**config.mk**
```make
export PLATFORM = sky130hd
export DESIGN_NAME = crypt_job_scheduler_flat
export DESIGN_NICKNAME = d
export VERILOG_FILES = /design/src/rtl/crypt_job_scheduler_pkg.sv /design/src/rtl/crypt_job_scheduler_if.sv /design/src/rtl/crypt_job_scheduler_rr_arbiter2.sv /design/src/rtl/crypt_job_scheduler.sv /design/src/flat_wrapper.sv
export SDC_FILE = /design/constraint.sdc
export NUM_CORES = 1
export LEC_CHECK = 0
export CAP_MARGIN = 10
export CORE_ASPECT_RATIO = 1.4
export CORE_MARGIN = 2
export CORE_UTILIZATION = 53
export CTS_CLUSTER_SIZE = 8
export DETAILED_ROUTE_END_ITERATION = 16
export MAX_ROUTING_LAYER = met4
export PLACE_DENSITY = 0.83
export SLEW_MARGIN = 0
export SYNTH_ARGS = -nofsm -noshare
export SYNTH_HDL_FRONTEND = slang
export SYNTH_SLANG_ARGS = --single-unit
export TNS_END_PERCENT = 30
```
**constraint.sdc**
```tcl
create_clock -name clka -period 2.3 [get_ports clka]
set_input_delay 0.345 -clock clka [delete_from_list [all_inputs] [get_ports clka]]
set_output_delay 0.345 -clock clka [all_outputs]
set_load 0.01 [all_outputs]
```
**src/rtl/crypt_job_scheduler_pkg.sv**
```systemverilog
// Shared constants and types for the crypt job scheduler.
package crypt_sched_pkg;

  // State codes reported by the encode/decode controller FSM.
  localparam logic [2:0] FSM_IDLE  = 3'b000;
  localparam logic [2:0] FSM_LOAD1 = 3'b101;
  localparam logic [2:0] FSM_LOAD2 = 3'b110;
  localparam logic [2:0] FSM_KG1   = 3'b001;
  localparam logic [2:0] FSM_KG2   = 3'b010;
  localparam logic [2:0] FSM_ENC   = 3'b011;
  localparam logic [2:0] FSM_DEC   = 3'b100;

  // Job mode as seen on mode0/mode1 and fsm_encode.
  localparam logic MODE_ENC = 1'b1;
  localparam logic MODE_DEC = 1'b0;

  typedef enum logic [2:0] {
    S_IDLE       = 3'd0,
    S_LAUNCH     = 3'd1,
    S_WAIT_START = 3'd2,
    S_RUN        = 3'd3,
    S_DONE       = 3'd4,
    S_ABORT      = 3'd5
  } sched_state_e;

  // True when the FSM sits in a final crypto state that contradicts the job mode.
  function automatic logic code_mismatch(input logic [2:0] code, input logic mode);
    return ((code == FSM_ENC) && (mode != MODE_ENC)) ||
           ((code == FSM_DEC) && (mode != MODE_DEC));
  endfunction

  // True for either final crypto state.
  function automatic logic code_final(input logic [2:0] code);
    return (code == FSM_ENC) || (code == FSM_DEC);
  endfunction

endpackage

```
**src/rtl/crypt_job_scheduler_if.sv**
```systemverilog
// Host-side request/response and FSM-side control signals of the scheduler.
interface crypt_job_scheduler_if #(
  parameter int CNT_W = 8
);
  logic             req0;
  logic             req1;
  logic             mode0;
  logic             mode1;
  logic             gnt0;
  logic             gnt1;
  logic             done0;
  logic             done1;
  logic             err0;
  logic             err1;
  logic             fsm_enable;
  logic             fsm_encode;
  logic             fsm_restart;
  logic [2:0]       fsm_state;
  logic             busy;
  logic             owner;
  logic [CNT_W-1:0] job_count;

  // Scheduler side.
  modport slave (
    input  req0, req1, mode0, mode1, fsm_state,
    output gnt0, gnt1, done0, done1, err0, err1,
           fsm_enable, fsm_encode, fsm_restart,
           busy, owner, job_count
  );

  // Requester / FSM side.
  modport master (
    output req0, req1, mode0, mode1, fsm_state,
    input  gnt0, gnt1, done0, done1, err0, err1,
           fsm_enable, fsm_encode, fsm_restart,
           busy, owner, job_count
  );
endinterface

```
**src/rtl/crypt_job_scheduler_rr_arbiter2.sv**
```systemverilog
// Two-way round-robin arbiter: on contention the port that did not own the
// last job wins; a lone request always wins.
module rr_arbiter2 (
  input  logic [1:0] req_i,
  input  logic       last_owner_i,
  output logic [1:0] gnt_o
);

  // Pick a one-hot winner from the current requests.
  always_comb begin
    gnt_o = 2'b00;
    if (&req_i) begin
      gnt_o = last_owner_i ? 2'b01 : 2'b10;
    end else begin
      gnt_o = req_i;
    end
  end

endmodule

```
**src/rtl/crypt_job_scheduler.sv**
```systemverilog
// Shares one encode/decode controller FSM between two requesters, launches
// each job, watches the FSM state codes and reports done/err per job.
//
// state        | meaning
// S_IDLE       | no job; arbitrate pending requests
// S_LAUNCH     | grant issued; pulse fsm_enable next
// S_WAIT_START | waiting for the FSM to leave IDLE (START_TO limit)
// S_RUN        | job running; track final state and mode (RUN_TO limit)
// S_DONE       | FSM back in IDLE; report done/err to the owner
// S_ABORT      | timeout; restart the FSM and report an error
module crypt_job_scheduler
  import crypt_sched_pkg::*;
#(
  parameter int START_TO = 4,
  parameter int RUN_TO   = 15,
  parameter int CNT_W    = 8
) (
  input  logic                  clka,
  input  logic                  restart_n,
  crypt_job_scheduler_if.slave  bus
);

  localparam int TMR_MAX = (START_TO > RUN_TO) ? START_TO : RUN_TO;
  localparam int TMR_W   = $clog2(TMR_MAX + 1);

  sched_state_e     state_q, state_d;
  logic             owner_q, owner_d;
  logic             enc_q, enc_d;
  logic             busy_q, busy_d;
  logic [TMR_W-1:0] timer_q, timer_d;
  logic             seen_final_q, seen_final_d;
  logic             mismatch_q, mismatch_d;
  logic [CNT_W-1:0] count_q, count_d;
  logic [1:0]       gnt_q, gnt_d;
  logic [1:0]       done_q, done_d;
  logic [1:0]       err_q, err_d;
  logic             enable_q, enable_d;
  logic             restart_q, restart_d;

  logic [1:0]       arb_gnt;

  rr_arbiter2 u_arb (
    .req_i        ({bus.req1, bus.req0}),
    .last_owner_i (owner_q),
    .gnt_o        (arb_gnt)
  );

  // Next-state logic for the job sequencer, timer, flags and output pulses.
  always_comb begin
    state_d      = state_q;
    owner_d      = owner_q;
    enc_d        = enc_q;
    busy_d       = busy_q;
    timer_d      = timer_q;
    seen_final_d = seen_final_q;
    mismatch_d   = mismatch_q;
    count_d      = count_q;
    gnt_d        = 2'b00;
    done_d       = 2'b00;
    err_d        = 2'b00;
    enable_d     = 1'b0;
    restart_d    = 1'b0;

    case (state_q)
      S_IDLE: begin
        if (|arb_gnt) begin
          gnt_d   = arb_gnt;
          owner_d = arb_gnt[1];
          enc_d   = arb_gnt[1] ? bus.mode1 : bus.mode0;
          busy_d  = 1'b1;
          state_d = S_LAUNCH;
        end
      end

      S_LAUNCH: begin
        enable_d     = 1'b1;
        timer_d      = '0;
        seen_final_d = 1'b0;
        mismatch_d   = 1'b0;
        state_d      = S_WAIT_START;
      end

      S_WAIT_START: begin
        if (bus.fsm_state != FSM_IDLE) begin
          timer_d = '0;
          state_d = S_RUN;
        end else if (timer_q == TMR_W'(START_TO - 1)) begin
          state_d = S_ABORT;
        end else begin
          timer_d = timer_q + 1'b1;
        end
      end

      S_RUN: begin
        if (bus.fsm_state == FSM_IDLE) begin
          // A job that never reached ENC/DEC did not produce a result.
          mismatch_d = mismatch_q | ~seen_final_q;
          state_d    = S_DONE;
        end else begin
          if (code_final(bus.fsm_state)) begin
            seen_final_d = 1'b1;
          end
          if (code_mismatch(bus.fsm_state, enc_q)) begin
            mismatch_d = 1'b1;
          end
          if (timer_q == TMR_W'(RUN_TO - 1)) begin
            state_d = S_ABORT;
          end else begin
            timer_d = timer_q + 1'b1;
          end
        end
      end

      S_DONE: begin
        done_d[owner_q] = 1'b1;
        err_d[owner_q]  = mismatch_q;
        if (!mismatch_q) begin
          count_d = count_q + 1'b1;
        end
        busy_d  = 1'b0;
        enc_d   = 1'b0;
        state_d = S_IDLE;
      end

      S_ABORT: begin
        restart_d       = 1'b1;
        done_d[owner_q] = 1'b1;
        err_d[owner_q]  = 1'b1;
        busy_d          = 1'b0;
        enc_d           = 1'b0;
        state_d         = S_IDLE;
      end

      default: begin
        state_d = S_IDLE;
      end
    endcase
  end

  // State and registered outputs; reset holds the FSM in restart and drops any job.
  always_ff @(posedge clka) begin
    if (!restart_n) begin
      state_q      <= S_IDLE;
      owner_q      <= 1'b1;
      enc_q        <= 1'b0;
      busy_q       <= 1'b0;
      timer_q      <= '0;
      seen_final_q <= 1'b0;
      mismatch_q   <= 1'b0;
      count_q      <= '0;
      gnt_q        <= 2'b00;
      done_q       <= 2'b00;
      err_q        <= 2'b00;
      enable_q     <= 1'b0;
      restart_q    <= 1'b1;
    end else begin
      state_q      <= state_d;
      owner_q      <= owner_d;
      enc_q        <= enc_d;
      busy_q       <= busy_d;
      timer_q      <= timer_d;
      seen_final_q <= seen_final_d;
      mismatch_q   <= mismatch_d;
      count_q      <= count_d;
      gnt_q        <= gnt_d;
      done_q       <= done_d;
      err_q        <= err_d;
      enable_q     <= enable_d;
      restart_q    <= restart_d;
    end
  end

  assign bus.gnt0        = gnt_q[0];
  assign bus.gnt1        = gnt_q[1];
  assign bus.done0       = done_q[0];
  assign bus.done1       = done_q[1];
  assign bus.err0        = err_q[0];
  assign bus.err1        = err_q[1];
  assign bus.fsm_enable  = enable_q;
  assign bus.fsm_encode  = enc_q;
  assign bus.fsm_restart = restart_q;
  assign bus.busy        = busy_q;
  assign bus.owner       = owner_q;
  assign bus.job_count   = count_q;

endmodule

```
**src/flat_wrapper.sv**
```systemverilog
// flat-port wrapper written by rule: the top's interface ports become plain ports
module crypt_job_scheduler_flat import crypt_sched_pkg::*;
#(
  parameter int START_TO = 4,
  parameter int RUN_TO   = 15,
  parameter int CNT_W    = 8
)
  (clka, restart_n, bus_req0, bus_req1, bus_mode0, bus_mode1, bus_fsm_state, bus_gnt0, bus_gnt1, bus_done0, bus_done1, bus_err0, bus_err1, bus_fsm_enable, bus_fsm_encode, bus_fsm_restart, bus_busy, bus_owner, bus_job_count);
  crypt_job_scheduler_if #(.CNT_W(CNT_W)) bus_i ();
  input  logic clka;
  input  logic restart_n;
  input wire logic [$bits(bus_i.req0)-1:0] bus_req0;
  input wire logic [$bits(bus_i.req1)-1:0] bus_req1;
  input wire logic [$bits(bus_i.mode0)-1:0] bus_mode0;
  input wire logic [$bits(bus_i.mode1)-1:0] bus_mode1;
  input wire logic [$bits(bus_i.fsm_state)-1:0] bus_fsm_state;
  output wire logic [$bits(bus_i.gnt0)-1:0] bus_gnt0;
  output wire logic [$bits(bus_i.gnt1)-1:0] bus_gnt1;
  output wire logic [$bits(bus_i.done0)-1:0] bus_done0;
  output wire logic [$bits(bus_i.done1)-1:0] bus_done1;
  output wire logic [$bits(bus_i.err0)-1:0] bus_err0;
  output wire logic [$bits(bus_i.err1)-1:0] bus_err1;
  output wire logic [$bits(bus_i.fsm_enable)-1:0] bus_fsm_enable;
  output wire logic [$bits(bus_i.fsm_encode)-1:0] bus_fsm_encode;
  output wire logic [$bits(bus_i.fsm_restart)-1:0] bus_fsm_restart;
  output wire logic [$bits(bus_i.busy)-1:0] bus_busy;
  output wire logic [$bits(bus_i.owner)-1:0] bus_owner;
  output wire logic [$bits(bus_i.job_count)-1:0] bus_job_count;
  assign bus_i.req0 = bus_req0;
  assign bus_i.req1 = bus_req1;
  assign bus_i.mode0 = bus_mode0;
  assign bus_i.mode1 = bus_mode1;
  assign bus_i.fsm_state = bus_fsm_state;
  assign bus_gnt0 = bus_i.gnt0;
  assign bus_gnt1 = bus_i.gnt1;
  assign bus_done0 = bus_i.done0;
  assign bus_done1 = bus_i.done1;
  assign bus_err0 = bus_i.err0;
  assign bus_err1 = bus_i.err1;
  assign bus_fsm_enable = bus_i.fsm_enable;
  assign bus_fsm_encode = bus_i.fsm_encode;
  assign bus_fsm_restart = bus_i.fsm_restart;
  assign bus_busy = bus_i.busy;
  assign bus_owner = bus_i.owner;
  assign bus_job_count = bus_i.job_count;
  crypt_job_scheduler #(.START_TO(START_TO), .RUN_TO(RUN_TO), .CNT_W(CNT_W)) u_core (.clka(clka), .restart_n(restart_n), .bus(bus_i));
endmodule
```
==> run_results.csv <==
group,metric,value,unit
status,status,"complete, no violations",
setup_path,worst_path_max_delay_cell,"dfxtp_1",
clock_tree,post_cts_buffers,0,
flow_run,cap_violations,0,
setup_path,start_kind,"flip-flop",
place,port_buffers,27,
setup_path,critPathMaxStageDelay,0.41,ns
clock_tree,cts_made_buffers,3,
setup_path,critPathKind,"reg2reg",
clock_tree,ctsHtreeMaxLevel,1,
min_path,hp-class,"reg2reg",
setup_path,endpoint,"u_core.state_q[1]",
route,ant_nets,0,
power,cellLeakagePower,0.610,nW
clock_tree,cts_tree,"done",
floorplan,std_cell_rows,21,
layout,stdcell_area,1640,µm²
setup_path,r2r-start,"u_core.timer_q[0]",
route,drt-total-wl,2780,µm
route,drt_iter0_drc,32,
sta,finalCritPeriodShare,0.771,
floorplan,dieArea,2930,µm²
sta,clock_skew,0.00298,ns
power,ir_drop,0.000483,V
setup_path,critPathLaunch,"u_core.timer_q[0]",
yosys,yosysSeqAreaShare,0.422,
setup_path,r2r_slack,0.53,ns
clock_tree,clock-root-buffer,"clkbuf_4",
setup_path,reg2reg_to,"u_core.state_q[1]",
floorplan,start_util,0.556,
sta,tns,0,ns
yosys,synth_edf_count,0,
sta,fmax,564,MHz
global_route,grt_max_degree,26,
yosys,synth-seq-cells,28,
clock_tree,cts_buffer_depth,2,
floorplan,die_h,63.2,µm
yosys,yosysWarnings,0,
clock_tree,clock_latency,0.31,ns
clock_tree,holdBufCountCts,0,
setup_path,critical_path.cell_chain,"ha_1 > nor3b_1 > nand2_1 > a32o_1 > and3_1",
yosys,synthArstFlopShare,0,
sta,slew_headroom,0.603,
route,dr.pass1.iters,4,
route,wire_per_inst,13.6,µm
sta,finalMaxSlewViolations,0,
sta,period_needed,1.77,ns
place,postPlaceCellArea,1620,µm²
layout,final_layout_size_suffix_gt1_frac,0.0647,
setup_path,worstPathRequired,2.53,ns
place,gp_congestion,0.865,
place,dp_hpwl,2140,µm
global_route,grt_pass1_vias,1148,
sta,hold_violations,0,
min_path,min_path_cells,2,
global_route,grt_first_pass_wirelength,4660,µm
route,drc_errors,0,
floorplan,dieWidth,46.3,µm
yosys,ys.flop_type,"dfxtp_1",
yosys,synth_area,1330,µm²
clock_tree,cts_resized,0,
clock_tree,path_clk_slew,0.14,ns
yosys,avgSynthCellArea,9.16,µm²
setup_path,r2r_cells,5,
route,viasPerCell,5.58,
floorplan,coreArea,2390,µm²
layout,insertedDiodeCount,0,
sta,setup_viol,0,
global_route,grt_usage,0.217,
layout,areaGrowthSynthToFinish,23.6,%
floorplan,ios,28,
yosys,syn_nets,157,
sta,rsz0062_at_grt,"no",
sta,tightest_slew,0.595,ns
layout,utilization,0.687,
layout,layout.nets,184,
yosys,synth_cell_types,41,
global_route,antenna_found_initial,0,
setup_path,worst_setup_path_end_kind,"flip-flop",
setup_path,crit_arrival,2.00,ns
power,power_density,539,nW/µm²
global_route,globalRouteOverflowTotal,0,
yosys,syn_inst,145,
clock_tree,clkSinkCount,28,
route,vias,1139,
setup_path,critPathMaxFanout,5,
worst min-delay path by stage:
stage | startpoint | end | slack (ns)
global route | u_core.timer_q[1] | u_core.timer_q[1] | 0.54
finish | u_core.seen_final_q | u_core.seen_final_q | 0.49
detailed placement | u_core.seen_final_q | u_core.seen_final_q | 0.47
CTS | u_core.seen_final_q | u_core.seen_final_q | 0.50
floorplan | u_core.seen_final_q | u_core.seen_final_q | 0.43
global placement | u_core.seen_final_q | u_core.seen_final_q | 0.46
power by group:
part	internal, mW	switching, mW	total, mW
logic	0.0778	0.0713	0.149
registers	0.506	0.0357	0.542
clock network	0.0613	0.134	0.195
total	0.645	0.241	0.886
per-layer routing:
metal	track usage	part of all wire
met3	0.0287	0.049
met1	0.210	0.37
met5	-	0
met4	0.100	0.018
met2	0.394	0.56
logic make-up after synthesis:
kind of cell,count (synthesis),synth area share
AO/OA/AOI/OAI,32,0.163
multiplexers,3,0.0226
flip-flops,28,0.422
adder cells (fa/ha/maj),3,0.0283
AND/OR/NAND/NOR,60,0.280
XOR/XNOR,7,0.0461
buffers and inverters,12,0.0386
metrics by stage:
step	setup WS (ns)	hold slack, ns	total power, mW	instances
after global placement	0.354	0.460	0.697	201
final	0.526	0.488	0.886	204
after floorplan	0.749	0.429	0.636	145
after global routing	0.405	0.542	0.934	204
after CTS	0.557	0.497	0.891	204
after detailed placement	0.274	0.465	0.701	201
cells in the final DEF, fill, tap and decap left out, types with 2 or more instances in the layout:
| master | instances |
|---|---|
| nand3b_1 | 2 |
| clkbuf_4 | 3 |
| nor2_1 | 7 |
| inv_1 | 6 |
| and3b_1 | 2 |
| and2_1 | 8 |
| nand2_1 | 11 |
| nor3_2 | 2 |
| nand2b_1 | 2 |
| o2111ai_1 | 3 |
| nor2b_1 | 6 |
| o21a_1 | 3 |
| xnor2_1 | 6 |
| nand4_1 | 4 |
| a21oi_1 | 5 |
| and3_1 | 8 |
| dfxtp_1 | 28 |
| ha_1 | 3 |
| mux2i_1 | 3 |
| o21ai_0 | 11 |
| clkdlybuf4s50_1 | 27 |
Yosys cell counts (3+ instances only):
library cell,count,share of area
nand4_1,4,0.019
clkbuf_1,3,0.0085
o2111ai_1,3,0.020
nand2_1,11,0.031
mux2i_1,3,0.023
inv_1,6,0.017
o21a_1,3,0.017
xnor2_1,6,0.040
nor2b_1,6,0.028
o21ai_0,11,0.041
and3_1,8,0.038
and2_1,8,0.038
nor2_1,7,0.020
a21oi_1,5,0.019
ha_1,3,0.028
dfxtp_1,28,0.42
worst max-delay path, delay by kind of cell, from the launching register on:
family | cells | cell delay, ns
AOI/OAI and AO/OA | 1 | 0.32
and+or+nand+nor | 3 | 0.71
DFF | 1 | 0.41
adders and majority gates | 1 | 0.24
cell type report:
| class | instances | area (µm²) |
|---|---|---|
| well taps | 34 | 42.5 |
| fillers | 191 | 748 |
| flip-flops and latches | 28 | 561 |
| inverters | 6 | 22.5 |
| multi-input cells | 105 | 717 |
| repair buffers | 28 | 278 |
| clock buffers | 3 | 22.5 |
flip-flops by register name, indices dropped and copies added (netlist names):
name,count
u_core.bus.owner,1
u_core.seen_final_q,1
u_core.done_q,2
u_core.state_q,3
u_core.err_q,2
u_core.bus.fsm_restart,1
u_core.mismatch_q,1
u_core.bus.fsm_enable,1
u_core.gnt_q,2
u_core.bus.fsm_encode,1
u_core.bus.job_count,8
u_core.timer_q,4
u_core.bus.busy,1
Note: power is estimated with default switching activity, not from simulation.
